`src/rtl/apb_arb_master.sv`:
```
// ---------------------------------------------------------------------------
// apb_arb_master
//   Two-requester round-robin arbiter in front of a single APB master port.
//   Each requester posts a transfer; the winner's fields are captured into the
//   APB payload registers and the transfer runs IDLE -> SETUP -> ACCESS.
//   Completion is reported to the owning requester with a one-cycle pulse.
//
// Handshake (requester side):
//   A requester raises REQ_VALID[i] with its fields stable and keeps them
//   stable until it sees REQ_ACK[i]. REQ_ACK[i] is registered and is high for
//   exactly the SETUP cycle of the transfer whose fields were captured at the
//   preceding edge. RSP_VALID[i] pulses for one cycle after the APB access
//   completes; RSP_RDATA / RSP_ERR are valid with it and hold otherwise. A
//   requester may see RSP_VALID for one transfer and REQ_ACK for another in
//   the same cycle.
//
// Parameters:
//   ADDR_WIDTH, DATA_WIDTH, PROT_WIDTH  payload widths (SW = DATA_WIDTH/8)
//   TIMEOUT_CYCLES                      ACCESS wait limit (timeout build only)
//
// Configuration macro:
//   APB_ARB_TIMEOUT_EN  when defined, an ACCESS phase with PREADY low for
//                       TIMEOUT_CYCLES cycles ends with RSP_ERR=1, RSP_RDATA=0.
//                       When undefined, ACCESS waits for PREADY forever.
//
// Ports:
//   PCLK, PRESETn                clock, async active-low reset
//   REQ_VALID/WRITE/ADDR/WDATA/STRB/PROT   packed requester inputs (slice i)
//   REQ_ACK, RSP_VALID           one-hot per requester
//   RSP_RDATA, RSP_ERR           shared response payload
//   PSEL..PPROT                  APB master outputs
//   PREADY, PSLVERR, PRDATA      APB slave response
//   fsm_state                    debug view of the FSM (0 IDLE, 1 SETUP, 2 ACCESS)
// ---------------------------------------------------------------------------
module apb_arb_master #(
  parameter int ADDR_WIDTH     = 32,
  parameter int DATA_WIDTH     = 32,
  parameter int PROT_WIDTH     = 3,
  parameter int TIMEOUT_CYCLES = 16,
  localparam int SW            = DATA_WIDTH / 8
) (
  input  logic                    PCLK,
  input  logic                    PRESETn,
  input  logic [1:0]              REQ_VALID,
  input  logic [1:0]              REQ_WRITE,
  input  logic [2*ADDR_WIDTH-1:0] REQ_ADDR,
  input  logic [2*DATA_WIDTH-1:0] REQ_WDATA,
  input  logic [2*SW-1:0]         REQ_STRB,
  input  logic [2*PROT_WIDTH-1:0] REQ_PROT,
  output logic [1:0]              REQ_ACK,
  output logic [1:0]              RSP_VALID,
  output logic [DATA_WIDTH-1:0]   RSP_RDATA,
  output logic                    RSP_ERR,
  output logic                    PSEL,
  output logic                    PENABLE,
  output logic                    PWRITE,
  output logic [ADDR_WIDTH-1:0]   PADDR,
  output logic [DATA_WIDTH-1:0]   PWDATA,
  output logic [SW-1:0]           PSTRB,
  output logic [PROT_WIDTH-1:0]   PPROT,
  input  logic                    PREADY,
  input  logic                    PSLVERR,
  input  logic [DATA_WIDTH-1:0]   PRDATA,
  output logic [1:0]              fsm_state
);

  if (TIMEOUT_CYCLES < 1) begin : g_bad_timeout
    $error("TIMEOUT_CYCLES must be at least 1");
  end
  if ((DATA_WIDTH % 8) != 0) begin : g_bad_width
    $error("DATA_WIDTH must be a multiple of 8");
  end

  typedef enum logic [1:0] {
    ST_IDLE   = 2'd0,
    ST_SETUP  = 2'd1,
    ST_ACCESS = 2'd2
  } state_t;

  state_t state, state_nx;

  // Reset is applied asynchronously but released through two flops so the
  // first edge the logic acts on already sees a clean IDLE state.
  logic [1:0] rst_pipe;
  logic       rst_n;

  always_ff @(posedge PCLK or negedge PRESETn) begin
    if (!PRESETn) rst_pipe <= 2'b00;
    else          rst_pipe <= {rst_pipe[0], 1'b1};
  end

  assign rst_n = rst_pipe[1];

  logic win;         // requester chosen this cycle
  logic prio;        // requester that wins a tie (the one not granted last)
  logic owner;       // requester owning the transfer on the bus
  logic grant;       // capture winner's fields at this edge
  logic done;        // current ACCESS phase ends at this edge
  logic timeout_hit;

`ifdef APB_ARB_TIMEOUT_EN
  localparam int CW = $clog2(TIMEOUT_CYCLES + 1);
  logic [CW-1:0] to_cnt;

  // Fires on the TIMEOUT_CYCLES-th consecutive ACCESS cycle with PREADY low.
  assign timeout_hit = (state == ST_ACCESS) && !PREADY &&
                       (to_cnt == CW'(TIMEOUT_CYCLES - 1));

  always_ff @(posedge PCLK or negedge rst_n) begin
    if (!rst_n)                                        to_cnt <= '0;
    else if (state == ST_SETUP)                        to_cnt <= '0;
    else if ((state == ST_ACCESS) && !PREADY && !timeout_hit) to_cnt <= to_cnt + 1'b1;
  end
`else
  assign timeout_hit = 1'b0;
`endif

  always_comb begin
    win      = prio;
    done     = 1'b0;
    grant    = 1'b0;
    state_nx = state;

    if (REQ_VALID == 2'b01)      win = 1'b0;
    else if (REQ_VALID == 2'b10) win = 1'b1;

    done  = (state == ST_ACCESS) && (PREADY || timeout_hit);
    // Arbitration happens from IDLE and also on the completing ACCESS edge,
    // which gives back-to-back transfers without an IDLE gap.
    grant = (REQ_VALID != 2'b00) && ((state == ST_IDLE) || done);

    case (state)
      ST_IDLE:   if (grant) state_nx = ST_SETUP;
      ST_SETUP:  state_nx = ST_ACCESS;
      ST_ACCESS: if (done) state_nx = grant ? ST_SETUP : ST_IDLE;
      default:   state_nx = ST_IDLE;
    endcase
  end

  always_ff @(posedge PCLK or negedge rst_n) begin
    if (!rst_n) state <= ST_IDLE;
    else        state <= state_nx;
  end

  assign PSEL      = (state != ST_IDLE);
  assign PENABLE   = (state == ST_ACCESS);
  assign fsm_state = state;

  always_ff @(posedge PCLK or negedge rst_n) begin
    if (!rst_n) begin
      prio      <= 1'b0;
      owner     <= 1'b0;
      REQ_ACK   <= 2'b00;
      RSP_VALID <= 2'b00;
      RSP_ERR   <= 1'b0;
      RSP_RDATA <= '0;
      PWRITE    <= 1'b0;
      PADDR     <= '0;
      PWDATA    <= '0;
      PSTRB     <= '0;
      PPROT     <= '0;
    end else begin
      REQ_ACK   <= grant ? (win ? 2'b10 : 2'b01) : 2'b00;
      RSP_VALID <= done ? (owner ? 2'b10 : 2'b01) : 2'b00;

      if (done) begin
        // PREADY takes precedence; otherwise the end was caused by timeout.
        RSP_ERR   <= PREADY ? PSLVERR : 1'b1;
        RSP_RDATA <= (PREADY && !PWRITE) ? PRDATA : '0;
      end

      if (grant) begin
        owner  <= win;
        prio   <= ~win;
        PWRITE <= REQ_WRITE[win];
        PADDR  <= win ? REQ_ADDR[2*ADDR_WIDTH-1:ADDR_WIDTH] : REQ_ADDR[ADDR_WIDTH-1:0];
        PWDATA <= win ? REQ_WDATA[2*DATA_WIDTH-1:DATA_WIDTH] : REQ_WDATA[DATA_WIDTH-1:0];
        PPROT  <= win ? REQ_PROT[2*PROT_WIDTH-1:PROT_WIDTH] : REQ_PROT[PROT_WIDTH-1:0];
        // Reads never carry strobes.
        if (REQ_WRITE[win]) PSTRB <= win ? REQ_STRB[2*SW-1:SW] : REQ_STRB[SW-1:0];
        else                PSTRB <= '0;
      end
    end
  end

endmodule

```
`config.mk`:
```
export PLATFORM = sky130hd
export DESIGN_NAME = apb_arb_master
export DESIGN_NICKNAME = d
export VERILOG_FILES = /design/src/rtl/apb_arb_master.sv
export SDC_FILE = /design/constraint.sdc
export NUM_CORES = 1
export LEC_CHECK = 0
export CORE_ASPECT_RATIO = 1.2
export CORE_MARGIN = 4
export CORE_UTILIZATION = 25
export DETAILED_ROUTE_END_ITERATION = 12
export GPL_TIMING_DRIVEN = 0
export PLACE_DENSITY = 0.63
export SLEW_MARGIN = 20
export SYNTH_ARGS = -nofsm -noshare
export SYNTH_HDL_FRONTEND = slang
export SYNTH_SLANG_ARGS = --single-unit
```
`constraint.sdc`:
```
create_clock -name PCLK -period 9.8 [get_ports PCLK]
set_input_delay 1.47 -clock PCLK [delete_from_list [all_inputs] [get_ports PCLK]]
set_output_delay 1.47 -clock PCLK [all_outputs]
set_load 0.005 [all_outputs]
```
==> qor.txt <==
outcome = complete, no violations
type of the worst setup path = flop to primary output
Post-Place Worst Slack = 6280 ps
drt first-iter violations = 202
Synth Instances = 562
clk buf depth = 2
Power Dens Cells = 291 mW/mm^2
Non-Filler Instances = 1151
Worst Path Max Fanout = 5
Placed Cells = 1119
CP startpoint kind = flop
final critical-path required period = 3210 ps
yosys warns = 0
row cnt = 56
total track usage = 17.1%
Slew @ Worst Pin = 508 ps
Design Power = 2.58 mW
synth top area cells = dfrtp_1 (58%), nand2_1 (13%), a31oi_1 (9.1%)
max-capacitance violation count = 0
TritonCTS clock tree = done
Core ar. = 0.0195 mm^2
ys async rst share = 100%
vias = 5051
largest net degree at the start of global routing = 50
Clock Skew = 6.53 ps
syn nets = 744
die area = 0.0222 mm^2
most frequent cells in the layout = clkdlybuf4s50_1 (294), nand2_1 (169), dfrtp_1 (114), nor2_1 (78), a31oi_1 (72)
clk slew on worst S/H paths = 60 ps
RSZ-0062 raised after global routing = no
fin util = 45.4%
layout cells sized above 1 = 7.98%
Netlist cell types = 22
ant diodes = 0
dominant synthesized flop cell = dfrtp_1
Final Hold Viols = 0
final setup violation count = 0
Post-Route WL = 19200 um
Max VDD drop = 0.119 mV
post-synthesis sequential area ratio = 57.9%
first-pass GRT wire length = 29000 um
Flop pwr share = 32.4%
WP data required = 8330 ps
Yosys top cell by area = dfrtp_1
Comb power frac = 44.0%
CTS root buf = clkbuf_16
commonest non-fill, non-tap cell in the layout = clkdlybuf4s50_1
WL/cell = 16.7 um
Cell Int Power = 1.71 mW
final worst setup slack = 6590 ps
Post-CTS Hold Buffers = 0
initial antenna violation count = 0
Post-synth EDFFs = 0
DRC = 0
Starting Density = 25.4%
antenna-violating nets left = 0
Critical Path AT = 1740 ps
Slew Limit Fails = 0
Mean Syn Cell Area = 8.85 um^2
Static Leak = 3.70 nW
worst rel slew slack = 66.1%
vias in the first global route = 5201
Seq cells post-synth = 115
Hold Path Class = flop to async pin
clock power share = 23.6%
mapped cell area = 0.00497 mm^2
area share of the largest cell type after synthesis = 57.9%
Post-CTS Setup Inserts = 0
# IOs = 295
CP endpoint kind = primary output
setup_tns = 0 ps
clock sinks = 115
CTS H-tree lvls = 4
nets@finish = 1059
Avg Vias per Cell = 4.39
worst skew pair latency = 420 ps
post-detail-place hpwl = 14600 um
Placer Congestion = 0.797
Highest Clock Rate = 311 MHz
drt first pass iters = 6
number of port buffers = 294
Sw Share = 33.8%
Switch Pwr = 871 uW
Post-CTS Resized = 0
die width = 137 um
Num CTS Buffers = 17
remaining global-route overflow = 0
area grow syn2layout = 78.3%
Die Y = 163 um
period utilisation layout = 32.8%
[critical path, stage by stage, from the launching register on]
cell	delay [ps]
dfrtp_1	450
nor2b_1	300
clkdlybuf4s50_1	590
[path summary, 6_finish.rpt]
check                             startpoint           to  slack [ps]  cells past startpoint
worst max-delay path            fsm_state[0]      PENABLE        6590                      2
worst min-delay path             rst_pipe[1]    PADDR[29]         280                      0
worst max register to register  fsm_state[1]     PSTRB[2]        7940                      5
worst min register to register   rst_pipe[1]    PADDR[29]         280                      0
max in group asynchronous            PRESETn  rst_pipe[1]        8440                      1
min in group PCLK                rst_pipe[0]  rst_pipe[1]         350                      0
[power by group through the flow]
stage / logic, mW / clock network (mW) / registers, mW
3_5_place_dp: 1.16 / 0 / 0.846
4_1_cts: 1.16 / 0.624 / 0.839
5_1_grt: 1.25 / 0.649 / 0.870
2_1_floorplan: 0.420 / 0 / 0.857
6_report: 1.13 / 0.610 / 0.836
3_3_place_gp: 1.14 / 0 / 0.841
[cells in the mapped netlist (2+ instances only)]
cell      instances
a31oi_1          72
and2_1            2
buf_2            27
buf_4             4
clkbuf_1         10
dfrtp_1         115
mux2_2            2
nand2_1         169
nand2b_1         33
nand3_1           8
nor2_1           78
nor2b_1           2
o21ai_0          20
o21ai_1          12
[per-stage QoR]
step,hold slack [ps],instance area (um^2)
after detailed placement,296,8290
after floorplan,331,4970
after CTS,306,8870
after global placement,334,8240
after global routing,315,8870
final,275,8870
[sequential cells by signal, indices dropped and copies added, names as in the netlist, 2 cells and up]
name       count
PADDR         32
RSP_RDATA     32
rst_pipe       2
PSTRB          4
PPROT          3
fsm_state      2
REQ_ACK        2
PWDATA        32
RSP_VALID      2
[cell families after synthesis]
| logic type | count (synthesis) | synth area share, % |
|---|---|---|
| other | 1 | 0.0754 |
| AND/OR/NAND/NOR | 296 | 24.7 |
| buffers and inverters | 42 | 4.15 |
| AO/OA/AOI/OAI | 106 | 12.8 |
| flip-flops | 115 | 57.9 |
| multiplexers | 2 | 0.453 |
[area by class of cell]
cell class	instances	area, um^2
fill	1922	10700
timing repair buffer	296	2990
sequential	115	2880
multi-input combinational	405	1890
clock buffer	17	425
tap	261	327
buffer	41	203
clock inverter	15	150
inverter	1	3.75
[layer usage]
| metal | global-route usage (%) | wire, um | share of wire (%) |
|---|---|---|---|
| met1 | 19.7 | 7620 | 40 |
| met2 | 30.0 | 9830 | 51 |
| met3 | 5.53 | 1420 | 7.4 |
| met4 | 5.04 | 316 | 1.6 |
| met5 | 0 | 0 | 0 |
(Power assumes the default switching activity.)
